**src/rtl/rns_crt_reconstruct_pkg.sv**
```systemverilog
// rns_crt_reconstruct_pkg: moduli, constants, FSM states and rns_in field layout for the CRT reverse converter
package rns_crt_reconstruct_pkg;
  localparam logic [8:0]  M_HI       = 9'd256;
  localparam logic [7:0]  M_LO       = 8'd129;
  localparam logic [7:0]  INV        = 8'd64;
  localparam int          INV_BITS   = 8;
  localparam logic [15:0] HALF_RANGE = 16'd16512;
  localparam int          HI_MSB     = 15;
  localparam int          HI_LSB     = 8;
  localparam int          LO_MSB     = 7;
  localparam int          LO_LSB     = 0;
  typedef enum logic [2:0] {IDLE, SUB, MUL, COMB, DONE} state_t;
endpackage

```
**src/rtl/rns_crt_reconstruct_mod_dbl_add.sv**
```systemverilog
// mod_dbl_add: combinational (2*acc + addend) mod modulus, valid while acc and addend are below modulus
module mod_dbl_add (
  input  logic [7:0] acc,
  input  logic [7:0] addend,
  input  logic [7:0] modulus,
  output logic [7:0] sum
);
  logic [9:0] t, t1, t2, m;
  always_comb begin
    m   = {2'b00, modulus};
    t   = {1'b0, acc, 1'b0} + {2'b00, addend};
    t1  = t >= m ? t - m : t;
    t2  = t1 >= m ? t1 - m : t1;
    sum = t2[7:0];
  end
endmodule

```
**src/rtl/rns_crt_reconstruct.sv**
```systemverilog
// rns_crt_reconstruct: serial mixed-radix CRT converter, {r_hi mod 256, r_lo mod 129} -> 16-bit integer
module rns_crt_reconstruct
  import rns_crt_reconstruct_pkg::*;
(
  input  logic        clk,
  input  logic        reset,
  input  logic        start,
  input  logic [15:0] rns_in,
  input  logic [3:0]  dest_tag_in,
  output logic        busy,
  output logic        done,
  output logic [15:0] int_result,
  output logic        result_neg,
  output logic        range_err,
  output logic [3:0]  dest_tag_out
);
  state_t     state, nstate;
  logic [7:0] r_hi, r_lo, diff, acc, a, diff_n, step;
  logic [3:0] tag;
  logic [2:0] cnt;
  logic       range_err_q;
  logic [15:0] x;

  mod_dbl_add u_step (
    .acc    (acc),
    .addend (INV[cnt] ? diff : 8'd0),
    .modulus(M_LO),
    .sum    (step)
  );

  always_comb begin
    a      = r_hi >= M_LO ? r_hi - M_LO : r_hi;
    diff_n = range_err_q ? 8'd0 : (r_lo >= a ? r_lo - a : r_lo + M_LO - a);
    x      = {acc, r_hi};
    nstate = state;
    case (state)
      IDLE:    nstate = start ? SUB : IDLE;
      SUB:     nstate = MUL;
      MUL:     nstate = cnt == 3'd0 ? COMB : MUL;
      COMB:    nstate = DONE;
      default: nstate = IDLE;
    endcase
  end

  always_ff @(posedge clk) begin
    if (!reset) begin
      state        <= IDLE;
      busy         <= 1'b0;
      done         <= 1'b0;
      int_result   <= '0;
      result_neg   <= 1'b0;
      range_err    <= 1'b0;
      dest_tag_out <= '0;
      r_hi         <= '0;
      r_lo         <= '0;
      tag          <= '0;
      range_err_q  <= 1'b0;
      diff         <= '0;
      acc          <= '0;
      cnt          <= '0;
    end else begin
      state <= nstate;
      busy  <= nstate != IDLE;
      done  <= state == DONE;
      if (state == IDLE && start) begin
        r_hi        <= rns_in[HI_MSB:HI_LSB];
        r_lo        <= rns_in[LO_MSB:LO_LSB];
        tag         <= dest_tag_in;
        range_err_q <= rns_in[LO_MSB:LO_LSB] >= M_LO;
      end
      if (state == SUB) begin
        diff <= diff_n;
        acc  <= '0;
        cnt  <= 3'(INV_BITS - 1);
      end
      if (state == MUL) begin
        acc <= step;
        cnt <= cnt - 3'd1;
      end
      // acc < M_LO fits 8 bits, and M_HI = 256 makes the recombination a concatenation
      if (state == COMB) begin
        int_result   <= range_err_q ? 16'd0 : x;
        result_neg   <= !range_err_q && x >= HALF_RANGE;
        range_err    <= range_err_q;
        dest_tag_out <= tag;
      end
    end
  end
endmodule

```
**config.mk**
```make
export PLATFORM = sky130hd
export DESIGN_NAME = rns_crt_reconstruct
export DESIGN_NICKNAME = d
export VERILOG_FILES = /design/src/rtl/rns_crt_reconstruct_pkg.sv /design/src/rtl/rns_crt_reconstruct_mod_dbl_add.sv /design/src/rtl/rns_crt_reconstruct.sv
export SDC_FILE = /design/constraint.sdc
export NUM_CORES = 1
export LEC_CHECK = 0
export CAP_MARGIN = 20
export CORE_MARGIN = 3
export CORE_UTILIZATION = 40
export DETAILED_ROUTE_END_ITERATION = 16
export DONT_BUFFER_PORTS = 1
export PLACE_DENSITY = 0.59
export SYNTH_ARGS = -nofsm -noshare
export SYNTH_HDL_FRONTEND = slang
export SYNTH_SLANG_ARGS = --single-unit
```
**constraint.sdc**
```tcl
create_clock -name clk -period 4.55 [get_ports clk]
set_input_delay 0.455 -clock clk [delete_from_list [all_inputs] [get_ports clk]]
set_output_delay 0.455 -clock clk [all_outputs]
set_load 0.03 [all_outputs]
```
==> run summary, run 1 <==
Relative to the synthesized area, the layout overhead comes to 9.52%. Setup violations remaining at the end of the flow were counted as 0. The tools report the worst min-delay path startpoint as rns_in[4]. In this run the clock root is driven by a sky130_fd_sc_hd__clkbuf_16. OpenSTA, run right after detailed placement, puts the worst setup slack at 0.267 ns. The HPWL after detailed placement was 9030 um. The synthesized design contains 0 enable-type register cells. The first detailed-routing pass ran for 5 iterations. STA puts the critical path data required time at 4.82 ns. For this design the top-level I/O count stands at 47. The cell total after placement was 705; the maximum clock insertion buffer count was 2.

Across the VDD grid, the largest voltage drop is 0.244 mV. Yosys attributes the largest share of cell area to sky130_fd_sc_hd__dfxtp_1 29%, sky130_fd_sc_hd__ha_1 8.3%, sky130_fd_sc_hd__nand2_1 8.3%, sky130_fd_sc_hd__a21oi_1 6.4%, sky130_fd_sc_hd__fa_1 3.4%. The post-detailed-route count of antenna-violating nets was 0.

After synthesis the netlist holds a flip-flop and latch count of 68. The run gives 0 as the number of antenna violations at the first check in global routing. 0 antenna diodes ended up in the layout. The most used flip-flop cell after synthesis is sky130_fd_sc_hd__dfxtp_1. The tools report the number of distinct standard cells referenced by the synthesized netlist as 74. For the largest net degree at the start of global routing, the log shows 35. The total power density per cell area is 389 mW/mm2, and the cell leakage power is 1.98 nW.

The wire length per cell came out at 16.3 um. The core region is 0.0111 mm2. After detailed routing, the number of remaining DRC violations is 0. The average instance in the mapped netlist occupies 7.97 um2. Dominant cell type by area after synthesis: sky130_fd_sc_hd__dfxtp_1. At the pin with the least slew margin, the transition time is 1.03 ns. Along the worst path, the maximum fanout reaches 9. For hold timing, the worst endpoint is r_lo[4]$_SDFFE_PN0P_. The number of port buffers was 0.

The run gives 587 as the synthesized instance count. Clock tree synthesis found a total of 68 sinks. The floorplan has 38 rows. The min-delay analysis places its worst path in the category in -> reg. For the number of nets in the final layout, the log shows 639. The run gives 649 as the number of nets in the synthesized netlist.

The category of the critical setup timing path was reg -> reg. The total via count in the routed design was 4175. The detailed-route wire length is 11800 um.

The flow ran to the end, and the final reports show no timing, DRC or antenna violations. In this run the register-to-register setup slack is 0.27 ns. The number of hold buffers added after CTS was 0. Count of maximum capacitance violations: 0. Setup total negative slack on the finished layout was measured at 0 ns. TritonCTS built the clock tree.

After clock tree synthesis, the clock-pin slew on the worst setup and hold paths is 0.06 ns. Measured in cells, the most critical reg-to-reg path has a length of 17. After layout, the minimum clock period comes to 4.28 ns. The run gives 0.185 as the overall fraction of global-route tracks in use. The sequential cell area fraction in the yosys report came out at 0.291. The total number of H-tree levels is 3, and the fraction of final layout cells with drive strength greater than 1 is 0.0808. The total of warnings raised by yosys was 0; the share of synthesized flip-flops with an asynchronous set or reset was 0. For this block, the initial DRC count from the detailed router was 317. The die height works out to 114 um. The top cell type's share of synthesized area was 0.291. The reg-to-reg critical path endpoint is acc[5]$_SDFFE_PN0N_. The run gives 0.270 ns as the post-layout worst setup margin. The worst setup path is captured at a flop.

STA classifies the critical path startpoint as a flop. Global routing finished with a remaining overflow of 0. The maximum frequency from static timing analysis came out at 0.234 GHz. For the number of global-route vias before repair, the log shows 4187. From left edge to right edge, the die measures 114 um.

The final number of hold-violating endpoints is 0, and the final-layout fill cell count is 1129. Final period utilization: 0.941. The finished layout holds 722 standard cells, fillers aside. For the clock insertion delay at the later pin of the skew report, the log shows 0.32 ns. On the final layout, the worst hold slack is 0.265 ns. The worst hold path stage count is 2. After detailed routing, the number of vias per cell comes to 5.78.

The worst setup skew after layout is 0.00956 ns. Total clock buffers created by CTS: 9. The logs give 0.312 for the worst-case headroom to the max-slew limit and 0.926 for the final weighted congestion in routability-driven placement. For the final max-slew violation count, the log shows 0. The signal on the critical path passes through and2_1, ha_1, fa_1, xor2_1, or3_1, a2111oi_0, buf_4, nor3_2, nor2_2, xnor2_1, inv_1, ha_1, o31ai_1, nor4_2, buf_4, nor4b_1, a211o_1. The first global-routing pass estimated 20000 um of wire. The highest cell delay on the worst timing path was 0.50 ns; the arrival time of the worst setup path was 4.55 ns. Starting density of the core: 0.420.

The die covers 0.0130 mm2. On the critical path, the stage with the largest delay is an instance of sky130_fd_sc_hd__fa_1. In this run the cell area of the synthesized design comes to 0.00468 mm2.
[power by group]
part | internal [mW] | total, mW | switching [mW]
combinational | 0.217 | 0.507 | 0.290
clock | 0.538 | 0.801 | 0.263
sequential | 0.639 | 0.685 | 0.0466
[through the flow]
step | util | power (mW) | cell area, um2
6_report | 0.461 | 1.99 | 5120
5_1_grt | 0.461 | 2.12 | 5120
4_1_cts | 0.460 | 2.02 | 5120
3_5_place_dp | 0.429 | 1.21 | 4770
3_3_place_gp | 0.429 | 1.20 | 4770
2_1_floorplan | - | 1.10 | 4680
[layout make-up]
cell class	count	area, um2	share of cell area
sequential	68	1360	0.266
multi-input combinational	472	3120	0.608
timing repair buffer	7	52.6	0.0103
clock buffer	9	225	0.0440
inverter	19	71.3	0.0139
clock inverter	7	123	0.0239
tap	140	175	0.0342
[synth_stat cells (all sizes together) (8+ instances only)]
cell type and number:
a31oi 9, o21ai 23, inv 19, nor3 16, a22oi 9, nor2 41, a21oi 60, nand3 15
clkbuf 22, a21o 9, dfxtp 68, nand3b 15, fa 8, and2 10, nand2 103, xor2 14
xnor2 19, ha 31
[logic make-up (layout without fill, tap and decap cells)]
| kind of cell | Yosys count | count (layout) | synth area share |
|---|---|---|---|
| xor+xnor | 33 | 33 | 0.0634 |
| fa+ha+maj | 39 | 39 | 0.117 |
| simple gates | 237 | 237 | 0.247 |
| buf+inv | 47 | 42 | 0.0444 |
| mux | 3 | 3 | 0.00749 |
| flops | 68 | 68 | 0.291 |
| compound gates | 160 | 160 | 0.230 |
[worst max-delay path by stage]
stage                     start                  end  depth (start not counted)
after floorplan            flop  acc[5]$_SDFFE_PN0N_                         16
after global placement     flop  acc[5]$_SDFFE_PN0N_                         16
after CTS                  flop  acc[5]$_SDFFE_PN0N_                         16
after global routing       flop  acc[7]$_SDFFE_PN0N_                         17
after detailed placement   flop  acc[5]$_SDFFE_PN0N_                         16
final                      flop  acc[5]$_SDFFE_PN0N_                         17
[flip-flops by register name, summed over array words and instances (netlist names), named ones only]
signal and count:
result_neg 1, acc 8, int_result 16, done 1, r_hi 8, dest_tag_out 4
tag 4, range_err_q 1, state 3, busy 1, diff 8, range_err 1
r_lo 8, cnt 3
[critical path, delay by kind of cell (launching register included)]
| family | cells | cell delay, ns |
|---|---|---|
| AND/OR/NAND/NOR | 6 | 1.29 |
| adder cells (fa/ha/maj) | 3 | 0.95 |
| AO/OA/AOI/OAI | 3 | 0.71 |
| buffers and inverters | 3 | 0.48 |
| XOR/XNOR | 2 | 0.45 |
| flip-flops | 1 | 0.36 |
[cell usage in the layout, fill, tap and decap left out, types with 3 or more instances in the layout]
master / Yosys / final
sky130_fd_sc_hd__a21o_2: 3 / 3
sky130_fd_sc_hd__and3_1: 5 / 5
sky130_fd_sc_hd__clkbuf_16: 0 / 9
sky130_fd_sc_hd__ha_1: 31 / 31
sky130_fd_sc_hd__nor2_1: 40 / 40
sky130_fd_sc_hd__nand4_1: 5 / 5
sky130_fd_sc_hd__o32ai_1: 3 / 3
sky130_fd_sc_hd__nand3b_1: 15 / 15
sky130_fd_sc_hd__a21o_1: 6 / 6
sky130_fd_sc_hd__dfxtp_1: 68 / 68
sky130_fd_sc_hd__o31a_1: 4 / 4
sky130_fd_sc_hd__buf_4: 1 / 7
sky130_fd_sc_hd__nand3_1: 15 / 15
sky130_fd_sc_hd__o21ai_0: 22 / 21
sky130_fd_sc_hd__o211ai_1: 3 / 3
sky130_fd_sc_hd__nor3_1: 15 / 15
sky130_fd_sc_hd__inv_1: 19 / 19
sky130_fd_sc_hd__a211o_1: 3 / 3
sky130_fd_sc_hd__xnor2_1: 18 / 18
sky130_fd_sc_hd__bufinv_16: 0 / 3
sky130_fd_sc_hd__or3b_2: 3 / 3
sky130_fd_sc_hd__fa_1: 8 / 8
sky130_fd_sc_hd__xor2_1: 14 / 14
sky130_fd_sc_hd__o21bai_1: 5 / 5
sky130_fd_sc_hd__or4_1: 4 / 4
sky130_fd_sc_hd__and2_1: 9 / 9
sky130_fd_sc_hd__a21oi_1: 60 / 60
sky130_fd_sc_hd__a31oi_1: 9 / 9
sky130_fd_sc_hd__a22oi_1: 9 / 9
sky130_fd_sc_hd__nand2_1: 103 / 103
sky130_fd_sc_hd__o41ai_1: 3 / 3
sky130_fd_sc_hd__a211oi_1: 5 / 5
[layer usage]
layer  track usage  up-vias  share of wire
met4        0.0713        0          0.028
met2         0.315      140           0.47
met3        0.0412       33          0.069
met5             0        -              0
li1              -     2080              -
met1         0.228     1922           0.44
[timing repair]
action,in CTS,in global routing
buffers inserted,0,1
resized for setup,0,1
endpoints found under the setup margin,0,4
(Power assumes the default switching activity.)
==> run 2: changes to the inputs <==
- CORE_UTILIZATION: 40 -> 45
- PLACE_DENSITY: 0.59 -> 0.65
- SYNTH_HIERARCHICAL: not set -> 1
- TNS_END_PERCENT: not set -> 20
==> run summary, run 2 <==
The floorplan row count came out at 38 (unchanged). The sequential cell area fraction in the yosys report came out at 0.264 (was 0.291). Count of flip-flops with a built-in enable after synthesis: 0 (unchanged). The logs give 974 (was 1129) for the final-layout fill cell count and 608 (was 587) for the synthesized instance count. The logs give 9630 um (was 9030 um) for the HPWL after detailed placement and 4458 (was 4175) for the total via count in the routed design.

The total negative slack for setup checks is -2.90 ns (was 0 ns), and the fraction of final layout cells with drive strength greater than 1 is 0.243 (was 0.0808). The number of top-level design ports is 47 (unchanged), and the final setup violation count is 8 (was 0). Ranking of synthesized cells by instance count: 92 x sky130_fd_sc_hd__nand2_1, 68 x sky130_fd_sc_hd__dfxtp_1, 43 x sky130_fd_sc_hd__a21boi_0 (was 103 x sky130_fd_sc_hd__nand2_1, 68 x sky130_fd_sc_hd__dfxtp_1, 60 x sky130_fd_sc_hd__a21oi_1). The die height is 113 um (was 114 um). The critical path launch point type is a flop (unchanged). The logs give 5 (unchanged) for the number of detailed-route iterations in the first pass and 0.890 (was 0.926) for the final weighted congestion in routability-driven placement. The cell leakage power is 2.63 nW (was 1.98 nW), and the number of hold-repair buffers added at the cts stage is 0 (unchanged). The slew of the pin with the lowest slew margin was 0.853 ns (was 1.03 ns); the post-layout minimum cycle time was 4.95 ns (was 4.28 ns). The total clock buffers created by CTS is 9 (unchanged), and the share of synthesized flip-flops with an asynchronous set or reset is 0 (unchanged). Cell with the biggest individual delay on the critical path: sky130_fd_sc_hd__a311o_2 (was sky130_fd_sc_hd__fa_1). The final cell utilization of the core was 0.580 (was 0.461); the mean instance size in the synthesized netlist was 8.47 um2 (was 7.97 um2). The depth of the most critical reg-to-reg path is 28 (was 17), and the overall fraction of global-route tracks in use is 0.203 (was 0.185). The dominant cell type by area after synthesis is sky130_fd_sc_hd__dfxtp_1 (unchanged). Setup repair after global routing could not meet its margin everywhere. Area overhead of the layout relative to synthesis: 24.2% (was 9.52%). The end point of the critical path was acc[6]$_SDFFE_PN0N_ (was acc[5]$_SDFFE_PN0N_).

Number of antenna violations at the first check in global routing: 0 (unchanged). The type of the worst min-delay path is in -> reg (unchanged). Predominant post-synthesis flop cell: sky130_fd_sc_hd__dfxtp_1 (unchanged). The tools report the data required time at the worst endpoint as 4.77 ns (was 4.82 ns). Number of global-route vias before repair: 4518 (was 4187). Cell types with the largest area share after synthesis: sky130_fd_sc_hd__dfxtp_1 26%, sky130_fd_sc_hd__ha_1 10%, sky130_fd_sc_hd__nand2_1 6.7%, sky130_fd_sc_hd__a21boi_0 6.3%, sky130_fd_sc_hd__xnor2_1 3.9% (was sky130_fd_sc_hd__dfxtp_1 29%, sky130_fd_sc_hd__ha_1 8.3%, sky130_fd_sc_hd__nand2_1 8.3%, sky130_fd_sc_hd__a21oi_1 6.4%, sky130_fd_sc_hd__fa_1 3.4%). The logs give 0 (unchanged) for the post-detailed-route count of antenna-violating nets and 0.364 mV (was 0.244 mV) for the worst supply voltage drop on vdd. Total of warnings raised by yosys: 6 (was 0).

The library cell used as clock root buffer was sky130_fd_sc_hd__clkbuf_16 (unchanged). The run gives 2 (unchanged) as the maximum clock insertion buffer count. The post-layout worst setup margin was -0.399 ns (was 0.270 ns); the largest fanout on the critical path was 8 (was 9). The post-route cell area came out at 0.00639 mm2 (was 0.00512 mm2). The worst-case headroom to the max-slew limit was 0.430 (was 0.312). The overflow left after global routing is 0 (unchanged). For the area occupied by registers, the log shows 0.00136 mm2 (about the same). The tools report the number of distinct standard cells referenced by the synthesized netlist as 76 (was 74). The cell area after synthesis is 0.00515 mm2 (was 0.00468 mm2), and the final routed DRC violation total is 0 (unchanged). The number of sinks driven by the clock tree is 68 (unchanged). The category of the critical setup timing path was reg -> reg (unchanged). The tools report the worst hold slack across all endpoints as 0.254 ns (was 0.265 ns). The number of synthesized register bits is 68 (unchanged).

Most frequent cells in the layout: 90 x sky130_fd_sc_hd__nand2_1, 78 x sky130_fd_sc_hd__buf_4, 67 x sky130_fd_sc_hd__dfxtp_1 (was 103 x sky130_fd_sc_hd__nand2_1, 68 x sky130_fd_sc_hd__dfxtp_1, 60 x sky130_fd_sc_hd__a21oi_1). The maximum frequency from static timing analysis is 0.202 GHz (was 0.234 GHz), and the arrival time of the worst setup path is 5.17 ns (was 4.55 ns). The largest register by flop count was int_result (unchanged). The number of nets in the final layout was 746 (was 639); the final period utilization was 1.09 (was 0.941). Horizontal die dimension: 113 um (was 114 um). The average via count per standard cell is 5.44 (was 5.78).

Worst min-delay path startpoint: reset (was rns_in[4]). For the worst setup skew after layout, the log shows 0.00904 ns (was 0.00956 ns). The total power density per cell area was 333 mW/mm2 (was 389 mW/mm2); the highest cell delay on the worst timing path was 0.45 ns (was 0.50 ns). The checks that failed: negative setup slack.

Most common cell after layout, fill and taps aside: sky130_fd_sc_hd__nand2_1 (unchanged). The floorplan die area is 0.0128 mm2 (was 0.0130 mm2), and the detailed-route wire length is 12500 um (was 11800 um). The run gives -0.40 ns (was 0.27 ns) as the setup slack on the worst flop-to-flop path. The reg-to-reg critical path endpoint was acc[6]$_SDFFE_PN0N_ (was acc[5]$_SDFFE_PN0N_).

The logs give 0 (unchanged) for the final max-slew violation count and 3 (unchanged) for the total number of H-tree levels. The flow ran to the end, but the final reports show violations. The number of diodes came out at 0 (unchanged). The number of flip-flops in the largest register came out at 16 (unchanged). The most instantiated library cell after synthesis is sky130_fd_sc_hd__nand2_1 (unchanged). The run gives 0.33 ns (was 0.32 ns) as the clock insertion delay at the later pin of the skew report. For the pre-CTS setup slack, the log shows -0.713 ns (was 0.267 ns). The logs give 61 (was 35) for the largest net degree at the start of global routing and 0.0110 mm2 (was 0.0111 mm2) for the core area. The number of port buffers works out to 0 (unchanged). The area taken by multi-input logic gates was 0.00376 mm2 (was 0.00312 mm2). Global-route wire length before repair: 21300 um (was 20000 um). TritonCTS built the clock tree. The run gives 0 (unchanged) as the final number of hold-violating endpoints. The wire length per cell works out to 15.3 um (was 16.3 um). The clock transition at the registers of the reported paths is 0.06 ns (about the same).

Starting density of the core: 0.467 (was 0.420). Among the stages of the critical path, the cell type that occurs most often is sky130_fd_sc_hd__ha_4. Top cell type's share of synthesized area: 0.264 (was 0.291). The logs give 250 (was 317) for the count of routing violations after the opening detailed-route iteration and 0.00584 mm2 (was 0.00477 mm2) for the post-place instance area. The count of maximum capacitance violations was 0 (unchanged). The tools report the capturing element type of the critical path as a flop (unchanged).
[run 2: power by group]
part           switching (mW)  internal [mW]
sequential             0.0558          0.638
clock                   0.269          0.499
combinational           0.349          0.318
total                   0.674           1.45
[run 2: repair_timing]
| item | 4_1_cts | 5_1_grt |
|---|---|---|
| pin swaps | 17 | 14 |
| buffers inserted | 4 | 2 |
| endpoints found under the setup margin | 8 | 10 |
| resized for setup | 10 | 23 |
| hold endpoints to repair | 0 | 0 |
| gates cloned | 0 | 0 |
[run 2: worst min path at each step]
stage	end	slack, ns	depth (start not counted)
after floorplan	diff[6]$_SDFFE_PN0N_	0.42	2
after global placement	diff[6]$_SDFFE_PN0N_	0.44	2
after detailed placement	diff[6]$_SDFFE_PN0N_	0.44	2
after CTS	acc[4]$_SDFFE_PN0N_	0.24	1
after global routing	r_hi[1]$_SDFFE_PN0P_	0.26	2
final	acc[4]$_SDFFE_PN0N_	0.25	1
[run 2: layout make-up]
cell class,count,area share
multi-input combinational,477,0.589
sequential,68,0.213
timing repair buffer,81,0.0968
clock buffer,10,0.0374
tap,140,0.0274
inverter,37,0.0217
clock inverter,6,0.0149
[run 2: metal layers]
metal	wire [um]	share of wire	GRT usage
met5	0	0	0
met4	315	0.025	0.0753
met3	435	0.035	0.0422
met2	6360	0.51	0.346
met1	5390	0.43	0.251
[run 2: critical path, delay by kind of cell, from the launching register on]
family | cells | cell delay [ns]
simple gates | 5 | 0.54
mux | 2 | 0.56
xor+xnor | 1 | 0.17
buf+inv | 3 | 0.11
fa+ha+maj | 5 | 1.23
flops | 1 | 0.34
compound gates | 12 | 1.89
[run 2: logic make-up (layout without fill, tap and decap cells)]
logic type	count (synthesis)	in the layout	synth area share
flip-flops	68	68	0.264
AO/OA/AOI/OAI	159	159	0.237
adder cells (fa/ha/maj)	50	50	0.133
multiplexers	21	21	0.0486
AND/OR/NAND/NOR	198	198	0.190
buffers and inverters	71	134	0.0552
XOR/XNOR	39	39	0.0707
other	2	10	0.00146
[run 2: per-stage QoR]
step,power (mW),instances
after floorplan,1.20,616
after global placement,1.32,796
after detailed placement,1.34,797
after CTS,2.12,817
after global routing,2.25,819
final,2.13,819
